### src/rtl/retro_ctrl_pkg.sv
// retro_ctrl_pkg: shared states, widths and frame-length helper for the controller link
package retro_ctrl_pkg;

    typedef enum logic [2:0] {IDLE, SHIFT, CHECK, COMMIT, ABORT} link_state_e;

    localparam int ERR_COUNT_W = 8;

    function automatic int frame_bits(input int channels, input int report_bits, input bit parity);
        return channels * (report_bits + (parity ? 1 : 0));
    endfunction

endpackage

### src/rtl/link_sync.sv
// link_sync: multi-flop synchronizer for oversampled link pins with rise/fall pulses
module link_sync #(
    parameter int W      = 1,
    parameter int STAGES = 2
) (
    input  logic         clk,
    input  logic         rst,
    input  logic [W-1:0] din,
    output logic [W-1:0] sync,
    output logic [W-1:0] rise,
    output logic [W-1:0] fall
);

    logic [W-1:0] stg [STAGES];
    logic [W-1:0] prev;

    // shift pins through the synchronizer chain and keep the last synchronized value
    always_ff @(posedge clk) begin
        if (rst) begin
            for (int i = 0; i < STAGES; i++) stg[i] <= '0;
            prev <= '0;
        end else begin
            stg[0] <= din;
            for (int i = 1; i < STAGES; i++) stg[i] <= stg[i-1];
            prev <= stg[STAGES-1];
        end
    end

    assign sync = stg[STAGES-1];
    assign rise = sync & ~prev;
    assign fall = ~sync & prev;

endmodule

### src/rtl/controller_link.sv
// controller_link: framed multi-channel serial link to the controller uC.
// Optional per-channel even parity enabled by defining CONTROLLER_LINK_PARITY_EN.
module controller_link
    import retro_ctrl_pkg::*;
#(
    parameter int CHANNELS    = 4,
    parameter int REPORT_BITS = 16,
    parameter int OUT_BITS    = 8,
    parameter int SYNC_STAGES = 2,
    parameter int TIMEOUT     = 1024
) (
    input  logic                            Clk,
    input  logic                            Reset,
    input  logic                            LinkClk,
    input  logic                            LinkFrame,
    input  logic                            LinkIn,
    output logic                            LinkOut,
    input  logic [CHANNELS*OUT_BITS-1:0]    OutData,
    output logic [CHANNELS*REPORT_BITS-1:0] Reports,
    output logic                            ReportValid,
    output logic                            FrameError,
    output logic [ERR_COUNT_W-1:0]          ErrorCount
);

`ifdef CONTROLLER_LINK_PARITY_EN
    localparam bit PARITY = 1'b1;
`else
    localparam bit PARITY = 1'b0;
`endif
    localparam int CB = REPORT_BITS + int'(PARITY);
    localparam int FB = frame_bits(CHANNELS, REPORT_BITS, PARITY);
    localparam int RW = CHANNELS * REPORT_BITS;
    localparam int OW = CHANNELS * OUT_BITS;
    localparam int CW = $clog2(FB + 1);
    localparam int TW = $clog2(TIMEOUT + 1);

    link_state_e     state;
    logic [FB-1:0]   in_sr;
    logic [OW-1:0]   out_sr;
    logic [CW-1:0]   cnt;
    logic [TW-1:0]   tmo;
    logic [2:0]      pin_s, pin_r, pin_f;
    logic            unused_edges;
    logic [FB-1:0]   in_nx;
    logic [OW-1:0]   out_nx;
    logic [CW-1:0]   cnt_nx;
    logic [TW-1:0]   tmo_nx;
    logic [RW-1:0]   rep;
    logic            par_ok;
    logic            done;
    logic            timed_out;

    link_sync #(.W(3), .STAGES(SYNC_STAGES)) u_sync (
        .clk  (Clk),
        .rst  (Reset),
        .din  ({LinkIn, LinkFrame, LinkClk}),
        .sync (pin_s),
        .rise (pin_r),
        .fall (pin_f)
    );

    assign unused_edges = ^{pin_f[2:1], pin_r[2]};

    // next-value arithmetic plus unpacking of the received frame (channel 0 arrives first)
    always_comb begin
        in_nx     = (in_sr << 1) | FB'(pin_s[2]);
        out_nx    = out_sr << 1;
        cnt_nx    = cnt + 1'b1;
        tmo_nx    = tmo + 1'b1;
        done      = pin_r[0] && (cnt_nx == CW'(FB));
        timed_out = !pin_r[0] && (tmo_nx == TW'(TIMEOUT));
        rep       = '0;
        for (int c = 0; c < CHANNELS; c++)
            rep[c*REPORT_BITS +: REPORT_BITS] = in_sr[(CHANNELS-1-c)*CB + CB - REPORT_BITS +: REPORT_BITS];
`ifdef CONTROLLER_LINK_PARITY_EN
        par_ok = 1'b1;
        for (int c = 0; c < CHANNELS; c++)
            if (^in_sr[(CHANNELS-1-c)*CB +: CB]) par_ok = 1'b0;
`else
        par_ok = 1'b1;
`endif
    end

    // frame state machine with registered link outputs and status pulses
    always_ff @(posedge Clk) begin
        if (Reset) begin
            state       <= IDLE;
            in_sr       <= '0;
            out_sr      <= '0;
            cnt         <= '0;
            tmo         <= '0;
            LinkOut     <= 1'b0;
            Reports     <= '0;
            ReportValid <= 1'b0;
            FrameError  <= 1'b0;
            ErrorCount  <= '0;
        end else begin
            ReportValid <= 1'b0;
            FrameError  <= 1'b0;
            case (state)
                IDLE: if (pin_r[1]) begin
                    out_sr  <= OutData;
                    LinkOut <= OutData[OW-1];
                    in_sr   <= '0;
                    cnt     <= '0;
                    tmo     <= '0;
                    state   <= SHIFT;
                end
                SHIFT: begin
                    if (pin_r[0]) begin
                        in_sr <= in_nx;
                        cnt   <= cnt_nx;
                        tmo   <= '0;
                    end else begin
                        tmo <= tmo_nx;
                    end
                    if (pin_f[0]) begin
                        out_sr  <= out_nx;
                        LinkOut <= out_nx[OW-1];
                    end
                    if (done) begin
                        state <= CHECK;
                    end else if (!pin_s[1] || timed_out) begin
                        state      <= ABORT;
                        FrameError <= 1'b1;
                        ErrorCount <= ErrorCount + ERR_COUNT_W'(ErrorCount != '1);
                        LinkOut    <= 1'b0;
                    end
                end
                CHECK: begin
                    LinkOut <= 1'b0;
                    if (par_ok) begin
                        Reports     <= rep;
                        ReportValid <= 1'b1;
                        state       <= COMMIT;
                    end else begin
                        FrameError <= 1'b1;
                        ErrorCount <= ErrorCount + ERR_COUNT_W'(ErrorCount != '1);
                        state      <= ABORT;
                    end
                end
                COMMIT: if (!pin_s[1]) state <= IDLE;
                ABORT:  if (!pin_s[1]) state <= IDLE;
                default: state <= IDLE;
            endcase
        end
    end

endmodule

### config.mk
export PLATFORM = sky130hd
export DESIGN_NAME = controller_link
export DESIGN_NICKNAME = d
export VERILOG_FILES = /design/src/rtl/retro_ctrl_pkg.sv /design/src/rtl/link_sync.sv /design/src/rtl/controller_link.sv
export SDC_FILE = /design/constraint.sdc
export NUM_CORES = 1
export LEC_CHECK = 0
export BUFFER_PORTS_ARGS = -buffer_cell sky130_fd_sc_hd__buf_2
export CORE_ASPECT_RATIO = 2
export CORE_UTILIZATION = 55
export DETAILED_ROUTE_END_ITERATION = 12
export PLACE_DENSITY = 0.77
export SYNTH_ARGS = -nofsm -noshare
export SYNTH_HDL_FRONTEND = slang
export SYNTH_SLANG_ARGS = --single-unit
### constraint.sdc
create_clock -name Clk -period 3.6 [get_ports Clk]
set_clock_uncertainty 0.05 [all_clocks]
set_input_delay 0.18 -clock Clk [delete_from_list [all_inputs] [get_ports Clk]]
set_output_delay 0.18 -clock Clk [all_outputs]
set_load 0.02 [all_outputs]
# Word-level counts from Yosys, hierarchy flattened
# Memory sizes are Yosys's and may differ from the RTL's.
# Cells that the tools add are included.
# totals
reg_bits,193
ramBits,6
inputBits,37
output_inout_bits,75
elab_cells,81
n_memories,1
# classes
n_addsub,3
n_eq_ne,12
n_mux,29
n_bitwise,9
reduce_logical,16
# memory_table
name,words,width,read_ports,rd_clocked_by_memory_dff,wr,line_no,source
u_sync.stg,2,3,2,0,2,link_sync.sv:14,logic [W-1:0] stg [STAGES];
# op_table
cell,count
64-bit 2-to-1 mux,2
64-bit case mux with 2 select lines,1
64-bit by 1-bit OR with 64-bit output,1
31-bit 2-to-1 mux,2
31-bit case mux with 2 select lines,1
11-bit 2-to-1 mux,2
11-bit case mux with 2 select lines,1
3-bit 2-to-1 mux,6
7-bit 2-to-1 mux,2
7-bit case mux with 2 select lines,1
3-bit case mux with 4 select lines,1
3-bit AND reduction,4
11-bit by 1-bit adder with 11-bit output (second input constant),1
11-bit == test (second input constant),1
1-bit 2-to-1 mux,9
8-bit by 1-bit adder with 8-bit output,1
2-bit != test (second input constant),4
8-bit != test (second input constant),1
7-bit by 1-bit adder with 7-bit output (second input constant),1
7-bit == test (second input constant),1
3-bit by 2-bit == test with 1-bit output (second input constant),2
2-bit AND reduction,2
3-bit by 1-bit == test with 1-bit output (second input constant),1
3-bit == test (second input constant),1
other kinds (15),20

# Logic depth before layout (Yosys ltp)
# Gate-level depths: netlist (run 1).
# logic_depth
depth_word,8
mapped_depth,9
ltp_nobuf,8

# Cells and area by module
# A second synthesis (run 1) with hierarchy kept.
# hier_totals
hier_cells,983
hier_area_um2,8116.5
# modules_own_cells
module,instances,cells_per_inst,area_per_inst_um2,seq_area_each_um2
controller_link,1,956,7820.0,3823.7
link_sync,1,27,296.5,180.2

# Least setup slack after synthesis (run 1)
# No wires, ideal clock.
# synth_timing
path_kind,register to register
from,reg tmo[0]
to,reg ErrorCount[6]
setup_ps,70
arrival_time_ps,2322
required_time_ps,3480
path_slack_ps,1157
path_stages_with_launch,10
path_buffers,2
period_less_slack_ps,2443
path_cell_list,dfxtp_1 > ha_1 > buf_2 > nand3_1 > o41ai_1 > a211oi_1 > or3_1 > buf_2 > or4_1 > a21oi_1
# synth_via
elab_chain_len,5
# synth_rtl
item,line_no,source
start: declaration,controller_link.sv:41,logic [TW-1:0] tmo;
start signal: assignment,controller_link.sv:115,tmo <= tmo_nx;
11-bit by 1-bit adder with 11-bit output,controller_link.sv:69,tmo_nx = tmo + 1'b1;
11-bit == test,controller_link.sv:71,timed_out = !pin_r[0] && (tmo_nx == TW'(TIMEOUT));
1-bit logical AND,controller_link.sv:71,
1-bit logical OR,controller_link.sv:123,end else if (!pin_s[1] || timed_out) begin
3-bit AND reduction (no line),n/a,
end signal: assignment,controller_link.sv:126,ErrorCount <= ErrorCount + ERR_COUNT_W'(ErrorCount != '1);
end signal: assignment,controller_link.sv:138,ErrorCount <= ErrorCount + ERR_COUNT_W'(ErrorCount != '1);
end: declaration,controller_link.sv:22,output logic [ERR_COUNT_W-1:0] ErrorCount
# Every way passes these cells.
# A chain may end at the register's enable or synchronous reset.

# Final worst setup path (run 1)
# layout_timing
from,reg tmo[0]
to,reg ErrorCount[3]
# The elaborated chain is that of the path after synthesis.

==> results of run 1 <==
[placed cells by master, fill, tap and decap left out, drive strengths merged, types with 6 or more instances in the layout]
cell         instances
a31oi                6
o21ai               17
dfxtp              199
nor2                62
nor2b               12
a311oi              33
or4                  9
nand2              268
and2                 7
a21oi              160
clkbuf              20
and3                 6
dlygate4sd3         34
inv                  7
nand3               76
ha                   6
buf                122
[worst max-delay path, stage by stage, from the launching register on]
cell and delay, ns:
sky130_fd_sc_hd__dfxtp_1 0.42, sky130_fd_sc_hd__ha_1 0.40, sky130_fd_sc_hd__nand3_1 0.18, sky130_fd_sc_hd__o41ai_1 0.42, sky130_fd_sc_hd__a211oi_1 0.14, sky130_fd_sc_hd__or3_1 0.49
sky130_fd_sc_hd__or4_1 0.51, sky130_fd_sc_hd__a21oi_1 0.16
[metrics by stage]
step	worst slack [ns]	std cells	instance area (um2)	util	power, mW
floorplan	1.157	1001	7893	-	2.407
global placement	0.9683	1231	8493	0.6081	2.458
detailed placement	0.8742	1231	8493	0.6081	2.460
CTS	0.7967	1297	9467	0.6778	4.517
global route	0.6689	1297	9467	0.6778	4.619
finish	0.7690	1297	9467	0.6778	4.487
[logic make-up (layout without fill, tap and decap cells)]
group,after synthesis,in the layout,share of synthesized area
buf+inv,83,190,0.04375
mux,2,2,0.002695
compound gates,237,237,0.1761
fa+ha+maj,6,6,0.009511
xor+xnor,2,2,0.002220
simple gates,472,472,0.2609
flops,199,199,0.5048
[flip-flops by register name, summed over array words and instances, names as in the netlist]
signal and cells:
FrameError 1, u_sync.stg 6, cnt 7, out_sr 31, Reports 64, state 3, ReportValid 1, u_sync.prev 2
LinkOut 1, ErrorCount 8, tmo 11, in_sr 64
[power by group through the flow]
stage	Combinational, mW	Clock [mW]	Sequential [mW]
6_report	0.200	2.04	2.24
5_1_grt	0.221	2.15	2.24
4_1_cts	0.197	2.08	2.24
3_5_place_dp	0.167	0	2.29
3_3_place_gp	0.166	0	2.29
2_1_floorplan	0.118	0	2.29
[routing by layer]
metal | vias to the layer above | track usage | part of all wire
li1 | 3614 | - | -
met1 | 3491 | 0.2892 | 0.40
met2 | 184 | 0.4500 | 0.53
met3 | 53 | 0.05614 | 0.042
met4 | 0 | 0.1348 | 0.031
met5 | - | 0 | 0
[path summary, 6_finish.rpt]
kind / start / end / slack, ns / cells after the start
max: tmo[0] / ErrorCount[3] / 0.77 / 7
min: Reset / tmo[9] / 0.22 / 2
max reg2reg: tmo[0] / ErrorCount[3] / 0.77 / 7
min reg2reg: u_sync.stg[0][0] / u_sync.stg[0][3] / 0.40 / 1
[area by class of cell]
type / instances / area, um2
clock inverters: 12 / 186.4
repair buffers: 156 / 1010
inverters: 2 / 7.507
fillers: 1192 / 4501
clock buffers: 20 / 446.7
flip-flops and latches: 199 / 3984
well taps: 189 / 236.5
multi-input cells: 719 / 3596
[timing repair]
item	4_1_cts	5_1_grt
endpoints found under the hold margin	34	0
hold buffers	34	0
endpoints found under the setup margin	0	0
==> results.txt, run 1 <==
----------------------------------------------------
[Yosys]
  Number of enable flip-flop cells after synthesis ... 0
  Avg Cell Area, Syn ... 7.885 um2
  Post-synthesis sequential area ratio ... 0.5048
  Synth top area share ... 0.5048
  Distinct cells, synth ... 47
  Post-Syn Area ... 7893 um2
  Post-synthesis instance total ... 1001
  Synth top area cells ... sky130_fd_sc_hd__dfxtp_1 50%, sky130_fd_sc_hd__nand2_1 13%, sky130_fd_sc_hd__a21oi_1 10%
  Most frequent cells after synthesis ... 268 x sky130_fd_sc_hd__nand2_1, 199 x sky130_fd_sc_hd__dfxtp_1, 160 x sky130_fd_sc_hd__a21oi_1, 76 x sky130_fd_sc_hd__nand3_1, 65 x sky130_fd_sc_hd__clkbuf_1
  Net count of the mapped netlist ... 1044
  Leading cell type by number of instances after synthesis ... sky130_fd_sc_hd__nand2_1
  Area leader, netlist ... sky130_fd_sc_hd__dfxtp_1
  #FFs+latches synth ... 199
  Count of yosys warnings during synthesis ... 0
  Fraction of synthesis flops using an asynchronous set or reset pin ... 0
  Leading register cell type out of synthesis ... sky130_fd_sc_hd__dfxtp_1

[Critical path]
  Data arrival, critical path ... 3.13 ns
  Crit path required time ... 3.90 ns
  Sort of element at the start of the critical path ... register
  Critical path class ... reg -> reg
  Maximum net fanout on the critical path ... 12
  Crit end category ... register

[Final layout]
  Area growth from synthesis to final layout ... 19.94%
  Share of cells above drive strength 1 ... 0.1471
  Number of diodes ... 0
  Post-layout nets ... 1138

[Power]
  Worst IR drop on VDD ... 0.3693 mV
  Net switching power ... 0.9874 mW
  Share of total power in combinational logic ... 0.045
  Power per Cell Area ... 474.0 nW/um2
  Leakage power of the design ... 3.457 nW
  Switching share of total power ... 0.2201
  Portion of total power attributed to sequential cells ... 0.500
  Internal power ... 3.500 mW
  Clock Power Share ... 0.456

[Drt]
  Number of antenna-violating nets in the routed design ... 0
  Routed wire per std cell ... 14.58 um
  Number of search-and-repair iterations in the first detailed-routing pass ... 5
  Post-Route WL ... 18910 um
  Residual DRC count ... 0
  Routed vias/inst ... 5.661
  Initial DRC Count ... 413
  Number of vias in the routed layout ... 7342

[Worst hold path]
  Worst min path class ... in -> reg

[Die]
  Rows ... 61
  Floorplan die height ... 171.4 um
  DIE AREA ... 14860 um2
  Die X ... 86.71 um
  Effective utilization at floorplan ... 0.5651
  Count of boundary I/O pins ... 112
  Core region area ... 13970 um2

[Place]
  Weighted congestion at the end of routability-driven global placement ... 0.9398
  Count of buffers from port buffering ... 111
  Detail Placement HPWL ... 11250 um

[GRT]
  Maximum number of pins on one net before global-route repair ... 123
  Total global routing overflow ... 0
  Initial antenna violation count ... 0
  Via count of the first global-routing pass ... 6841
  Global-route wire length before repair ... 30680 um
  Overall track demand over capacity in global routing ... 0.2577

[Clocking]
  Clock H-tree levels ... 4
  Quantity of gates resized following cts ... 0
  TritonCTS clock tree ... yes
  Setup Fix Bufs, Post-CTS ... 0
  Number of clock buffers inserted by TritonCTS ... 17
  Clock Pin Slew Worst Setup and Hold Paths ... 0.07 ns
  Clock Tree Buf Depth ... 2
  Clk sink count ... 199
  Clock root buffer ... sky130_fd_sc_hd__clkbuf_16
  Clk_lat worst skew ... 0.43 ns

[STA]
  Final setup violation count ... 0
  Count of final hold-check violations ... 0
  Total negative slack for setup checks ... 0 ns
  Least-Margin Pin Slew ... 1.074 ns
  Final critical-path share of the clock period ... 0.7864
  Max-slew violations ... 0
  Final critical-path required period ... 2.831 ns
  Normalized max-slew margin ... 0.2813
  Highest Clock Rate ... 0.3532 GHz
  Setup repair after global routing missed its margin ... false
  Hold Slack ... 0.2169 ns

[Outcome]
  Result of the run ... finished, final reports clean

[Job]
  Max-capacitance violation count ... 0

----------------------------------------------------
Power figures use the tool's default switching activity.
==> run 2, diff against run 1 <==
Settings changed: ABC_AREA set to 1, CORE_UTILIZATION 55 to 51, PLACE_DENSITY 0.77 to 0.75.
Clock period 3.6 ns to 2.53 ns, I/O delays scaled along.
==> run 2 against run 1 <==
  * Die area grew 5.1%
  * Routed wire length shrank 5.6%
  * Non-clock buffer count grew 2
  * Flip-flop and latch count is the same
  * Synthesized cell count grew 4.6%
  * Clock power grew 33%
  * Setup slack lost 0.45 ns
  * Combinational power grew to 13 times the previous value
  * Sequential power grew 83%
  * Largest cell class unchanged
  * Highest routed layer unchanged
==> results.txt, run 2 <==
----------------------------------------------------
[Outcome]
  Result of the run ... finished, final reports clean

[Yosys]
  Post-synthesis instance total ... 1047
  Synth top area share ... 0.5173
  Count of yosys warnings during synthesis ... 0
  Fraction of synthesis flops using an asynchronous set or reset pin ... 0
  Leading register cell type out of synthesis ... sky130_fd_sc_hd__dfxtp_1
  Leading cell type by number of instances after synthesis ... sky130_fd_sc_hd__nand2_1
  Net count of the mapped netlist ... 1090
  #FFs+latches synth ... 199
  Post-synthesis sequential area ratio ... 0.5173
  Number of enable flip-flop cells after synthesis ... 0
  Distinct cells, synth ... 26
  Avg Cell Area, Syn ... 7.355 um2
  Post-Syn Area ... 7701 um2
  Most frequent cells after synthesis ... 284 x sky130_fd_sc_hd__nand2_1, 199 x sky130_fd_sc_hd__dfxtp_1, 169 x sky130_fd_sc_hd__nor2_1, 93 x sky130_fd_sc_hd__a21oi_1, 71 x sky130_fd_sc_hd__o21ai_0
  Area leader, netlist ... sky130_fd_sc_hd__dfxtp_1
  Synth top area cells ... sky130_fd_sc_hd__dfxtp_1 52%, sky130_fd_sc_hd__nand2_1 14%, sky130_fd_sc_hd__nor2_1 8.2%

[Power]
  Power per Cell Area ... 1005 nW/um2
  Leakage power of the design ... 4.024 nW
  Total Power Consumption ... 9.395 mW
  Worst IR drop on VDD ... 0.7803 mV

[Die]
  Effective utilization at floorplan ... 0.5197
  Die X ... 88.89 um
  Core region area ... 14820 um2
  DIE AREA ... 15630 um2
  Floorplan die height ... 175.8 um
  Count of boundary I/O pins ... 112
  Rows ... 63

[Drt]
  Post-Route WL ... 17840 um
  Residual DRC count ... 0
  Initial DRC Count ... 246
  Routed vias/inst ... 5.168
  Number of vias in the routed layout ... 7059
  Number of antenna-violating nets in the routed design ... 0
  Routed wire per std cell ... 13.06 um
  Number of search-and-repair iterations in the first detailed-routing pass ... 5

[STA]
  Final setup violation count ... 0
  Highest Clock Rate ... 0.4533 GHz
  Total negative slack for setup checks ... 0 ns
  Smallest setup slack after layout ... 0.3239 ns
  Least-Margin Pin Slew ... 0.9065 ns
  Final critical-path share of the clock period ... 0.8720
  Hold Slack ... 0.1802 ns
  Normalized max-slew margin ... 0.3934
  Max-slew violations ... 0
  Final critical-path required period ... 2.206 ns
  Setup repair after global routing missed its margin ... false
  Count of final hold-check violations ... 0

[Final layout]
  Top Registers ... Reports: 64 flops, in_sr: 64 flops, out_sr: 31 flops
  Layout Cell Area excl Fill ... 9351 um2
  Post-layout nets ... 1204
  Final Instance Count excl. Fillers ... 1366
  Filler instances ... 1362
  Area growth from synthesis to final layout ... 21.43%
  Top library cells by usage in the layout, fill and taps aside ... 284 x sky130_fd_sc_hd__nand2_1, 199 x sky130_fd_sc_hd__dfxtp_1, 168 x sky130_fd_sc_hd__nor2_1, 110 x sky130_fd_sc_hd__buf_2, 93 x sky130_fd_sc_hd__a21oi_1
  Most common cell after layout, fill and taps aside ... sky130_fd_sc_hd__nand2_1
  Number of diodes ... 0
  Share of cells above drive strength 1 ... 0.1401
  Final standard cell utilization of the core ... 0.6310

[Place]
  Setup Slack @ Placement ... 0.3396 ns
  Detail Placement HPWL ... 11040 um
  Weighted congestion at the end of routability-driven global placement ... 0.8767
  Number of instances in the placed design ... 1302
  Placed Area ... 8417 um2
  Count of buffers from port buffering ... 111

[Clocking]
  Quantity of gates resized following cts ... 0
  Number of clock buffers inserted by TritonCTS ... 17
  Clk_lat worst skew ... 0.43 ns
  Setup Fix Bufs, Post-CTS ... 0
  TritonCTS clock tree ... yes
  Clock Tree Buf Depth ... 2
  Clock root buffer ... sky130_fd_sc_hd__clkbuf_16
  Clock H-tree levels ... 4
  Clk sink count ... 199
  Clock Pin Slew Worst Setup and Hold Paths ... 0.07 ns

[GRT]
  Maximum number of pins on one net before global-route repair ... 72
  Global-route wire length before repair ... 29570 um
  Overall track demand over capacity in global routing ... 0.2393
  Initial antenna violation count ... 0
  Total global routing overflow ... 0
  Via count of the first global-routing pass ... 6716

[Job]
  Max-capacitance violation count ... 0

[Critical path]
  Data arrival, critical path ... 2.44 ns
  Crit end category ... register
  Maximum net fanout on the critical path ... 10
  Sort of element at the start of the critical path ... register
  Critical path class ... reg -> reg
  Crit path required time ... 2.76 ns

[Worst hold path]
  Worst min path class ... in -> reg

----------------------------------------------------
-- run 2: critical path, stage by stage (launching register included) --
cell	delay [ns]
sky130_fd_sc_hd__dfxtp_1	0.41
sky130_fd_sc_hd__ha_1	0.25
sky130_fd_sc_hd__nand2_1	0.13
sky130_fd_sc_hd__nor2_2	0.22
sky130_fd_sc_hd__nand2_1	0.08
sky130_fd_sc_hd__nand2_1	0.06
sky130_fd_sc_hd__nand2_1	0.06
sky130_fd_sc_hd__nor2_1	0.11
sky130_fd_sc_hd__nand3_1	0.15
sky130_fd_sc_hd__nand2_2	0.20
sky130_fd_sc_hd__nand2_2	0.18
sky130_fd_sc_hd__nand2_1	0.10
sky130_fd_sc_hd__a21oi_1	0.06
-- run 2: cell type report --
cell class                      count  area (um2)  area share
Clock buffer                       21       460.4     0.04924
Sequential cell                   199        3984      0.4260
Clock inverter                      8       123.9     0.01325
Multi-Input combinational cell    739        3318      0.3548
Tap cell                          195       244.0     0.02609
Timing Repair Buffer              158        1049      0.1121
Inverter                           46       172.7     0.01846
-- run 2: path summary, 6_finish.rpt --
check,cells after the start,slack (ns),to,startpoint
min reg2reg,2,0.35,u_sync.stg[0][4],u_sync.stg[0][1]
max,12,0.32,ErrorCount[6],tmo[0]
max reg2reg,12,0.32,ErrorCount[6],tmo[0]
min,4,0.18,state[0],Reset
-- run 2: logic make-up (layout without fill, tap and decap cells) --
| kind of cell | count (synthesis) | in the layout | share of synthesized area |
|---|---|---|---|
| XOR/XNOR | 7 | 7 | 0.007961 |
| AND/OR/NAND/NOR | 497 | 497 | 0.2541 |
| AO/OA/AOI/OAI | 229 | 229 | 0.1555 |
| adder cells (fa/ha/maj) | 6 | 6 | 0.009748 |
| flip-flops | 199 | 199 | 0.5173 |
| buffers and inverters | 109 | 233 | 0.05540 |
-- run 2: per-layer routing --
| metal | routed length (um) | global-route usage |
|---|---|---|
| met2 | 9312 | 0.4311 |
| met1 | 7369 | 0.2633 |
| met5 | 0 | 0 |
| met4 | 435 | 0.1015 |
| met3 | 726 | 0.04887 |
-- run 2: report_power, final --
part	total (mW)	internal, mW	switching [mW]	leakage (nW)
logic	2.58	0.823	1.76	2.13
registers	4.10	3.75	0.347	1.62
clock network	2.71	1.59	1.12	0.281
total	9.39	6.17	3.23	4.02
-- run 2: timing repair --
action / 4_1_cts / 5_1_grt
setup endpoints to repair: 0 / 0
endpoints found under the hold margin: 35 / 0
hold buffers: 35 / 0
==> run 3, diff against run 2 <==
Settings changed: PLACE_DENSITY 0.75 to unset, PLACE_DENSITY_LB_ADDON set to 0.12.
==> run 3 against run 2 <==
  * Global-route usage shrank 0.31 points
  * Critical path depth unchanged
  * Final area down 0.31%
  * Sequential power hardly changed
  * Final cell count rose by 0.22%
  * Power fell by 1.2%
  * Flip-flop and latch count unchanged
  * Fmax grew 1.4%
  * Clock-buffer cell count stayed put
  * Combinational power barely moved
==> results.txt, run 3 (synthesized netlist as in run 2, its figures left out) <==
----------------------------------------------------
[Place]
  Count of buffers from port buffering ... 111
  Detail Placement HPWL ... 11090 um
  Weighted congestion at the end of routability-driven global placement ... 0.8020

[Critical path]
  Crit end category ... register
  Sort of element at the start of the critical path ... register
  Critical path class ... reg -> reg
  Crit path required time ... 2.78 ns
  Maximum net fanout on the critical path ... 10
  Data arrival, critical path ... 2.42 ns

[Drt]
  Residual DRC count ... 0
  Routed wire per std cell ... 13.15 um
  Number of antenna-violating nets in the routed design ... 0
  Routed vias/inst ... 5.100
  Initial DRC Count ... 194
  Post-Route WL ... 18000 um
  Number of search-and-repair iterations in the first detailed-routing pass ... 4
  Number of vias in the routed layout ... 6982

[STA]
  Setup repair after global routing missed its margin ... false
  Highest Clock Rate ... 0.4597 GHz
  Total negative slack for setup checks ... 0 ns
  Least-Margin Pin Slew ... 0.7148 ns
  Final setup violation count ... 0
  Normalized max-slew margin ... 0.5235
  Hold Slack ... 0.05543 ns
  Max-slew violations ... 0
  Final critical-path required period ... 2.175 ns
  Final critical-path share of the clock period ... 0.8599
  Count of final hold-check violations ... 0

[Clocking]
  Clock root buffer ... sky130_fd_sc_hd__clkbuf_16
  Number of clock buffers inserted by TritonCTS ... 17
  Setup Fix Bufs, Post-CTS ... 0
  Clock Tree Buf Depth ... 2
  Clock Pin Slew Worst Setup and Hold Paths ... 0.07 ns
  Clock H-tree levels ... 4
  Clk_lat worst skew ... 0.43 ns
  Clk sink count ... 199
  Quantity of gates resized following cts ... 0
  TritonCTS clock tree ... yes

[Power]
  Worst IR drop on VDD ... 0.5633 mV
  Internal power ... 6.022 mW
  Power per Cell Area ... 996.0 nW/um2
  Leakage power of the design ... 4.023 nW
  Portion of total power attributed to sequential cells ... 0.440
  Share of total power in combinational logic ... 0.279
  Switching share of total power ... 0.3515
  Net switching power ... 3.264 mW
  Clock Power Share ... 0.281

[Outcome]
  Result of the run ... finished, final reports clean

[Die]
  Rows ... 63
  Floorplan die height ... 175.8 um
  Effective utilization at floorplan ... 0.5197
  DIE AREA ... 15630 um2
  Die X ... 88.89 um
  Core region area ... 14820 um2
  Count of boundary I/O pins ... 112

[GRT]
  Overall track demand over capacity in global routing ... 0.2362
  Global-route wire length before repair ... 29090 um
  Maximum number of pins on one net before global-route repair ... 72
  Total global routing overflow ... 0
  Via count of the first global-routing pass ... 6598
  Initial antenna violation count ... 0

[Final layout]
  Area growth from synthesis to final layout ... 21.06%
  Top Registers ... Reports: 64 flops, in_sr: 64 flops, out_sr: 31 flops
  Post-layout nets ... 1204
  Top library cells by usage in the layout, fill and taps aside ... 284 x sky130_fd_sc_hd__nand2_1, 199 x sky130_fd_sc_hd__dfxtp_1, 168 x sky130_fd_sc_hd__nor2_1, 110 x sky130_fd_sc_hd__buf_2, 93 x sky130_fd_sc_hd__a21oi_1
  Final standard cell utilization of the core ... 0.6291
  Share of cells above drive strength 1 ... 0.1431
  Number of diodes ... 0
  Filler instances ... 1400
  Combined area of the multi-input logic cells ... 3318 um2
  Sequential cell area in the final layout ... 3984 um2
  Most common cell after layout, fill and taps aside ... sky130_fd_sc_hd__nand2_1

[Job]
  Max-capacitance violation count ... 0

[Worst hold path]
  Worst min path class ... in -> reg

----------------------------------------------------
[run 3: changes by cell type in the layout (fill, tap and decap cells not counted)]
cell	change
sky130_fd_sc_hd__inv_6	+1
sky130_fd_sc_hd__bufinv_16	-2
sky130_fd_sc_hd__buf_12	-1
sky130_fd_sc_hd__clkinv_2	+3
sky130_fd_sc_hd__clkinv_4	+2
sky130_fd_sc_hd__buf_4	+1
sky130_fd_sc_hd__clkbuf_8	+1
sky130_fd_sc_hd__clkbuf_1	-1
sky130_fd_sc_hd__clkinvlp_4	-1
[run 3: area by class of cell]
type	instances	area share
well taps	195	0.02617
flip-flops and latches	199	0.4273
multi-input cells	739	0.3559
repair buffers	158	0.1111
clock buffers	21	0.05046
clock inverters	11	0.01047
inverters	46	0.01852
[run 3: power by group through the flow]
stage	logic (mW)	registers [mW]	clock network (mW)
3_3_place_gp	2.54	4.14	0
5_1_grt	2.89	4.16	2.80
3_5_place_dp	2.57	4.14	0
6_report	2.59	4.08	2.61
2_1_floorplan	1.34	4.52	0
4_1_cts	2.62	4.08	2.66
[run 3: metal layers]
layer	up-vias	global-route usage	routed length, um
li1	3612	-	-
met1	3222	0.2435	7630
met2	121	0.4455	9381
met3	27	0.04981	608
met4	0	0.09274	378
met5	-	0	0
[run 3: worst paths after layout]
path / from / endpoint / slack (ns) / cells past startpoint
max: tmo[0] / ErrorCount[1] / 0.35 / 12
max reg2reg: tmo[0] / ErrorCount[1] / 0.35 / 12
min reg2reg: u_sync.stg[0][2] / u_sync.stg[0][5] / 0.36 / 2
min: Reset / state[1] / 0.06 / 2
[run 3: worst max-delay path, stage by stage, from the launching register on]
cell	delay, ns
sky130_fd_sc_hd__dfxtp_1	0.42
sky130_fd_sc_hd__ha_1	0.24
sky130_fd_sc_hd__nand2_1	0.14
sky130_fd_sc_hd__nor2_2	0.23
sky130_fd_sc_hd__nand2_1	0.09
sky130_fd_sc_hd__nand2_1	0.07
sky130_fd_sc_hd__nand2_1	0.05
sky130_fd_sc_hd__nor2_1	0.11
sky130_fd_sc_hd__nand3_1	0.11
sky130_fd_sc_hd__nand2_2	0.19
sky130_fd_sc_hd__nand2_2	0.18
sky130_fd_sc_hd__nand2_1	0.10
sky130_fd_sc_hd__a21oi_1	0.06
[run 3: repair_timing]
action,in CTS,in global routing
setup endpoints to repair,0,0
hold endpoints to repair,35,0
hold buffers,35,0
[run 3: through the flow]
step | setup slack (ns) | cell area [um2] | power, mW | cells
detailed placement | 0.3804 | 8404 | 6.708 | 1302
global route | 0.07494 | 9323 | 9.852 | 1369
CTS | 0.3578 | 9323 | 9.366 | 1369
finish | 0.3545 | 9323 | 9.286 | 1369
global placement | 0.4305 | 8404 | 6.681 | 1302
floorplan | 0.7082 | 7701 | 5.868 | 1047
